==> config.mk <==
export PLATFORM = sky130hd
export DESIGN_NAME = maxpool2_col_stream
export DESIGN_NICKNAME = d
export VERILOG_FILES = /design/src/rtl/maxpool2_col_stream.sv
export SDC_FILE = /design/constraint.sdc
export NUM_CORES = 2
export LEC_CHECK = 0
export CORE_AREA = 2 2 454 456
export DETAILED_ROUTE_END_ITERATION = 8
export DIE_AREA = 0 0 456 458
export PLACE_DENSITY = 0.71
export SLEW_MARGIN = 10
export SYNTH_ARGS = -nofsm -noshare
export SYNTH_HDL_FRONTEND = slang
export SYNTH_SLANG_ARGS = --single-unit
==> constraint.sdc <==
create_clock -name clk -period 22.7 [get_ports clk]
set_clock_uncertainty 0.05 [all_clocks]
set_input_delay 6.81 -clock clk [delete_from_list [all_inputs] [get_ports clk]]
set_output_delay 6.81 -clock clk [all_outputs]
set_load 0.1 [all_outputs]
==> src/rtl/maxpool2_col_stream.sv <==
// rtl/maxpool2_col_stream.sv - 2x2 stride-2 column-streaming max pool with optional ReLU
module maxpool2_col_stream #(
    parameter int DATA_WIDTH = 32,
    parameter int IN_ROWS    = 24,
    parameter int IN_COLS    = 24,
    parameter int RELU_EN    = 1
) (
    input  logic                                   clk,
    input  logic                                   rst,
    input  logic                                   start,
    input  logic                                   in_valid,
    output logic                                   in_ready,
    input  logic [IN_ROWS-1:0][DATA_WIDTH-1:0]     in_data,
    output logic                                   out_valid,
    input  logic                                   out_ready,
    output logic [IN_ROWS/2-1:0][DATA_WIDTH-1:0]   out_data,
    output logic [$clog2(IN_COLS/2):0]             out_col,
    output logic                                   done
);

    localparam int OUT_ROWS = IN_ROWS / 2;
    localparam int CNT_W    = $clog2(IN_COLS/2) + 1;
    localparam logic [CNT_W-1:0] LAST_PAIR = CNT_W'(IN_COLS/2 - 1);

    typedef enum logic [2:0] {
        S_IDLE,
        S_FIRST,
        S_SECOND,
        S_DRAIN,
        S_COMPLETE
    } state_t;

    state_t                                  r_state;
    state_t                                  w_next;
    logic                                    w_in_ready;
    logic                                    w_done;
    logic                                    w_buf_load;
    logic                                    w_out_load;
    logic                                    w_out_xfer;

    logic [IN_ROWS-1:0][DATA_WIDTH-1:0]      r_col_buf;
    logic [OUT_ROWS-1:0][DATA_WIDTH-1:0]     r_out_data;
    logic [OUT_ROWS-1:0][DATA_WIDTH-1:0]     w_pool;
    logic                                    r_out_valid;
    logic [CNT_W-1:0]                        r_out_col;
    logic [CNT_W-1:0]                        r_pair_cnt;

    function automatic logic signed [DATA_WIDTH-1:0] smax(
        input logic signed [DATA_WIDTH-1:0] a,
        input logic signed [DATA_WIDTH-1:0] b
    );
        return (a > b) ? a : b;
    endfunction

    function automatic logic signed [DATA_WIDTH-1:0] relu(
        input logic signed [DATA_WIDTH-1:0] a
    );
        if ((RELU_EN != 0) && a[DATA_WIDTH-1])
            return '0;
        return a;
    endfunction

    assign w_out_xfer = r_out_valid & out_ready;
    assign w_buf_load = (r_state == S_FIRST) & in_valid;
    assign w_out_load = (r_state == S_SECOND) & in_valid & w_in_ready;

    assign in_ready  = w_in_ready;
    assign done      = w_done;
    assign out_valid = r_out_valid;
    assign out_data  = r_out_data;
    assign out_col   = r_out_col;

    // Frame sequencing: next state, input acceptance and the done pulse
    always_comb begin
        w_next     = r_state;
        w_in_ready = 1'b0;
        w_done     = 1'b0;
        case (r_state)
            S_IDLE: begin
                if (start)
                    w_next = S_FIRST;
            end
            S_FIRST: begin
                // col_buf is separate from the output register, so a pending output never stalls here
                w_in_ready = 1'b1;
                if (in_valid)
                    w_next = S_SECOND;
            end
            S_SECOND: begin
                // Room exists if the output register is empty or being drained this cycle
                w_in_ready = !r_out_valid | out_ready;
                if (in_valid && w_in_ready)
                    w_next = (r_pair_cnt == LAST_PAIR) ? S_DRAIN : S_FIRST;
            end
            S_DRAIN: begin
                if (w_out_xfer)
                    w_next = S_COMPLETE;
            end
            S_COMPLETE: begin
                w_done = 1'b1;
                w_next = S_IDLE;
            end
            default: begin
                w_next = S_IDLE;
            end
        endcase
    end

    // Pooled lane k is the max of the 2x2 window formed by rows 2k/2k+1 of the buffered and incoming columns
    always_comb begin
        w_pool = '0;
        for (int k = 0; k < OUT_ROWS; k++) begin
            w_pool[k] = relu(smax(smax($signed(r_col_buf[2*k]), $signed(r_col_buf[2*k+1])),
                                  smax($signed(in_data[2*k]),   $signed(in_data[2*k+1]))));
        end
    end

    // State register
    always_ff @(posedge clk) begin
        if (!rst)
            r_state <= S_IDLE;
        else
            r_state <= w_next;
    end

    // Column buffer: holds the first column of each pair
    always_ff @(posedge clk) begin
        if (!rst)
            r_col_buf <= '0;
        else if (w_buf_load)
            r_col_buf <= in_data;
    end

    // Output register: a reload in the same cycle as a drain keeps out_valid high with the new column
    always_ff @(posedge clk) begin
        if (!rst) begin
            r_out_valid <= 1'b0;
            r_out_data  <= '0;
            r_out_col   <= '0;
        end else if (w_out_load) begin
            r_out_valid <= 1'b1;
            r_out_data  <= w_pool;
            r_out_col   <= r_pair_cnt;
        end else if (w_out_xfer) begin
            r_out_valid <= 1'b0;
        end
    end

    // Pair counter: counts pooled columns within the frame, restarts from zero on each frame
    always_ff @(posedge clk) begin
        if (!rst)
            r_pair_cnt <= '0;
        else if (r_state == S_IDLE)
            r_pair_cnt <= '0;
        else if (w_out_load)
            r_pair_cnt <= (r_pair_cnt == LAST_PAIR) ? '0 : r_pair_cnt + 1'b1;
    end

endmodule

# Word-level counts from Yosys, hierarchy flattened
# Index checks and enable logic that the tools add are counted.
totals:
  register_bits: 1166
  latch_bits: 0
  ram_bits: 0
  rom_bits: 0
  inputBits: 773
  wordCells: 181
  memories: 0
op_classes:
  n_addsub: 1
  mul: 0
  div: 0
  n_lt_le_gt_ge: 36
  eq_ne: 9
  shift: 0
  n_mux: 83
  bitwise: 6
  reduce_logical: 6
op_table:
  columns: ["cell", "count"]
  rows:
  - ["two-way mux 32 bit", 60]
  - ["greater-than comparator 32 bit", 36]
  - ["two-way mux 1 bit", 15]
  - ["two-way mux 3 bit", 4]
  - ["one-hot mux 3 bit (4 select lines)", 1]
  - ["== test 3 x 2 -> 1 bit, second input constant", 2]
  - ["!= test 2 bit, second input constant", 3]
  - ["adder 5 x 1 -> 5 bit, second input constant", 1]
  - ["== test 5 x 4 -> 1 bit, second input constant", 1]
  - ["two-way mux 5 bit", 1]
  - ["AND 1 bit", 4]
  - ["AND reduction 4 bit", 1]
  - ["== test 3 x 1 -> 1 bit, second input constant", 1]
  - ["== test 3 bit, second input constant", 1]
  - ["zero test 3 bit", 1]
  - ["two-way mux 2 bit", 1]
  - ["!= test 2 x 1 -> 1 bit, second input constant", 1]
  - ["one-hot mux 1 bit (2 select lines)", 1]
  - ["nonzero test 2 bit", 1]
  - ["OR reduction 2 bit", 1]
  - ["logical AND 1 bit", 1]
  - ["zero test 1 bit", 1]
  - ["inverter 1 bit", 1]
  - ["OR 1 bit", 1]

# Longest topological paths before layout
depth:
  depth_word: 6
  depth_mapped: 25
  mapped_depth_nobuf: 21

# Least setup slack after synthesis
# Ideal clock, no wire load.
synth_timing:
  path_type: "in2out"
  startpoint: "in out_ready"
  endpoint: "out in_ready"
  t_arrival_ns: 8.546
  path_slack_ns: 7.294
  stages: 3
  path_buffers: 0
  cell_sequence: "nand2b_1 > nand3b_1 > a21oi_1"
synth_via:
  elab_chain_len: 2
synth_lines:
  columns: ["element", "line", "rtl"]
  rows:
  - ["start: declaration", "15", "input logic out_ready,"]
  - ["OR 1 bit", "91", "w_in_ready = !r_out_valid | out_ready;"]
  - ["one-hot mux 1 bit (2 select lines)", "78", "case (r_state)"]
  - ["end: declaration", "12", "output logic in_ready,"]
# No other way between the ends.

# Worst setup path after layout
# Same ends and word-level chain as after synthesis.

==> reports/qor.yml <==
drv_slew: 0
n_fill_cell: 19500
h-tree-depth: 4
overflow: 0
synth_area_leader_cell: "dfxtp_1"
io_pins: 1165
clock_path_buffers: 3
p_switching_mw: 2.91
grt_max_degree: 197
wl_met3_um: 27500
holdPathStages: 2
worst_pin_slew_ns: 1.26
r2r-end: "out_data[167]"
hold_start: "out_data[171]"
finalSetupViolations: 0
start_util_pct: 40.7
drive_above_1_share_pct: 4.94
path_max_fanout: 4
path_cells: "clkdlybuf4s50_1 -> nand2b_1 -> nand3b_1 -> a21oi_1 -> clkdlybuf4s50_1"
slew-limit-headroom_pct: 15.9
hpwl_um: 256000
crit_path_end_kind: "output port"
synth_edf_count: 0
synth_flop_cell: "dfxtp_1"
finalHoldViolCount: 0
die_h_um: 458
p_total_mw: 7.46
status: "finished clean"
vias: 85400
critPathMaxStageDelay_ns: 1.18
grt_pass1_vias: 81700
die_area_sq_um: 209000
ys_types: 85
fmax_ghz: 0.0629
clockRootBuffer: "clkbuf_16"
async_reset_ff_share_pct: 0
clkPwrFrac_pct: 32.1
hp-class: "reg -> reg"
nNetsFinal: 13500
cts.repair.resized: 0
synth-seq-area-share_pct: 27.9
power_frac_seq_pct: 29.2
ys_ff_latch: 1154
finalWirelength_um: 340000
synth.top_cell.area_share_pct: 27.9
powerDensity_nw_per_um2: 73.3
dr.pass1.iters: 6
pre_cts_slack_ns: 6.83
critPathKind: "in -> out"
period_minus_slack_ns: 15.90
crit_slowest_cell: "clkdlybuf4s50_1"
whs_endpoint: "out_data[171]"
drc_errors: 0
gp_congestion: 1.00
m1WireLength_um: 131000
swShare_pct: 39.1
p_comb_share_pct: 38.8
synth.area.top_cells: "dfxtp_1 28%, ha_1 17%, nand2_1 9.5%"
crit_top_cell: "clkdlybuf4s50_1"
port-buffer-count: 1152
coreArea_sq_um: 204000
clock_latency_ns: 0.82
drv_cap: 0
cts_inserted_buffers: 144
drtAntennaViolNets: 0
syn_area_sq_um: 82900
dr.max_layer_used: "met5"
rsz0062_at_grt: "no"
grt_usage_pct: 31.1
row_count: 166
cts_setup_buffers: 0
required_ns: 15.84
die_w_um: 456
routedWlPerCell_um: 23.5
hold_buffers: 0
drtIter0Drc: 7702
syn2layout_area_growth_pct: 22.8
fin_ws_ns: 6.80
clkSlewWorstSetupHoldPaths_ns: 0.06
worst-r2r-setup-slack_ns: 15.16
synth.most_common_cell: "nand2_1"
power_leakage_nw: 43.2
tritoncts: "yes"
cts.sinks: 1154
synth_common_cells: "2,095 x nand2_1, 1,380 x a21oi_1, 1,154 x dfxtp_1"
ys.warnings.count: 0
antenna_found_initial: 165
p_int_mw: 4.54
r2r_cells: 19
period_share_pct: 70.0
avgViaCountPerCell: 5.89
wl_met2_um: 153000
peakVddDrop_uv: 77.6
synth.avg_cell_area_sq_um: 7.70
rr_startpoint: "r_col_buf[363]"
grt_pass1_wl_um: 506000
tns_ns: 0
syn_inst: 10800
startpoint_type: "primary input"
crit_arrival_ns: 9.04
## how the worst max path moves through the flow
stage	startpoint	endpoint	slack, ns	depth (start not counted)
4_1_cts	out_ready	in_ready	6.82	5
3_3_place_gp	out_ready	in_ready	6.83	5
5_1_grt	out_ready	in_ready	6.77	5
3_5_place_dp	out_ready	in_ready	6.83	5
6_report	out_ready	in_ready	6.80	5
2_1_floorplan	out_ready	in_ready	7.29	3
## flip-flops by register name (all words and copies together) (netlist names)
signal and flops:
r_col_buf 768, r_state 3, out_col 5, out_data 372, r_pair_cnt 5, out_valid 1
## worst max-delay path: cells and delay by family
kind	cells	cell delay [ns]
buffers and inverters	2	1.66
and+or+nand+nor	2	0.35
AOI/OAI and AO/OA	1	0.22
## through the flow
step / hold WS (ns) / utilization [%] / cells / instance area (sq um)
6_report: 0.395 / 49.9 / 14500 / 102000
5_1_grt: 0.421 / 49.9 / 14500 / 102000
4_1_cts: 0.396 / 49.8 / 14400 / 101000
3_5_place_dp: 0.388 / 47.4 / 14100 / 96600
3_3_place_gp: 0.385 / 47.4 / 14100 / 96600
2_1_floorplan: 0.386 / - / 10800 / 82900
## cells in the final DEF (no fill, tap or decap), drive strengths merged, types with 223 or more instances in the layout
master	count
mux2i	429
dfxtp	1154
ha	1153
nor2	298
a21oi	1380
nand4	223
o21ai	430
nand2	2095
clkdlybuf4s50	1120
inv	989
## final cells by class
type,count,area [sq um],area share [%]
Clock inverter,53,681,0.669
Multi-Input combinational cell,8006,54100,53.2
Sequential cell,1154,23100,22.7
Timing Repair Buffer,1264,12300,12.1
Antenna cell,133,333,0.327
Inverter,982,3690,3.63
Clock buffer,204,4150,4.08
Tap cell,2688,3360,3.31
## cells by family (layout without fill, tap and decap cells)
logic type	after synthesis	count (layout)	share of synthesized area [%]
and+or+nand+nor	3290	3290	17.6
AOI/OAI and AO/OA	2975	2975	22.6
buffers and inverters	1612	2503	7.42
DFF	1154	1154	27.9
adders and majority gates	1153	1153	17.4
muxes	570	570	7.10
xor gates and xnor gates	6	6	0.0634
other	1	145	0.00452
## power groups by stage
stage | Sequential, mW | Combinational (mW) | Clock [mW]
detailed placement | 2.22 | 2.82 | 0
floorplan | 2.30 | 1.81 | 0
CTS | 2.17 | 2.84 | 2.42
global route | 2.18 | 3.13 | 2.50
finish | 2.17 | 2.89 | 2.39
global placement | 2.21 | 2.77 | 0
## metal layers
metal  vias to the layer above  global-route usage [%]
met5                         -                       0
met3                       930                    6.78
li1                      39900                       -
met2                      3900                    49.2
met1                     40600                    36.5
met4                        54                    24.6
No activity file was read; power rests on OpenSTA's default activity.
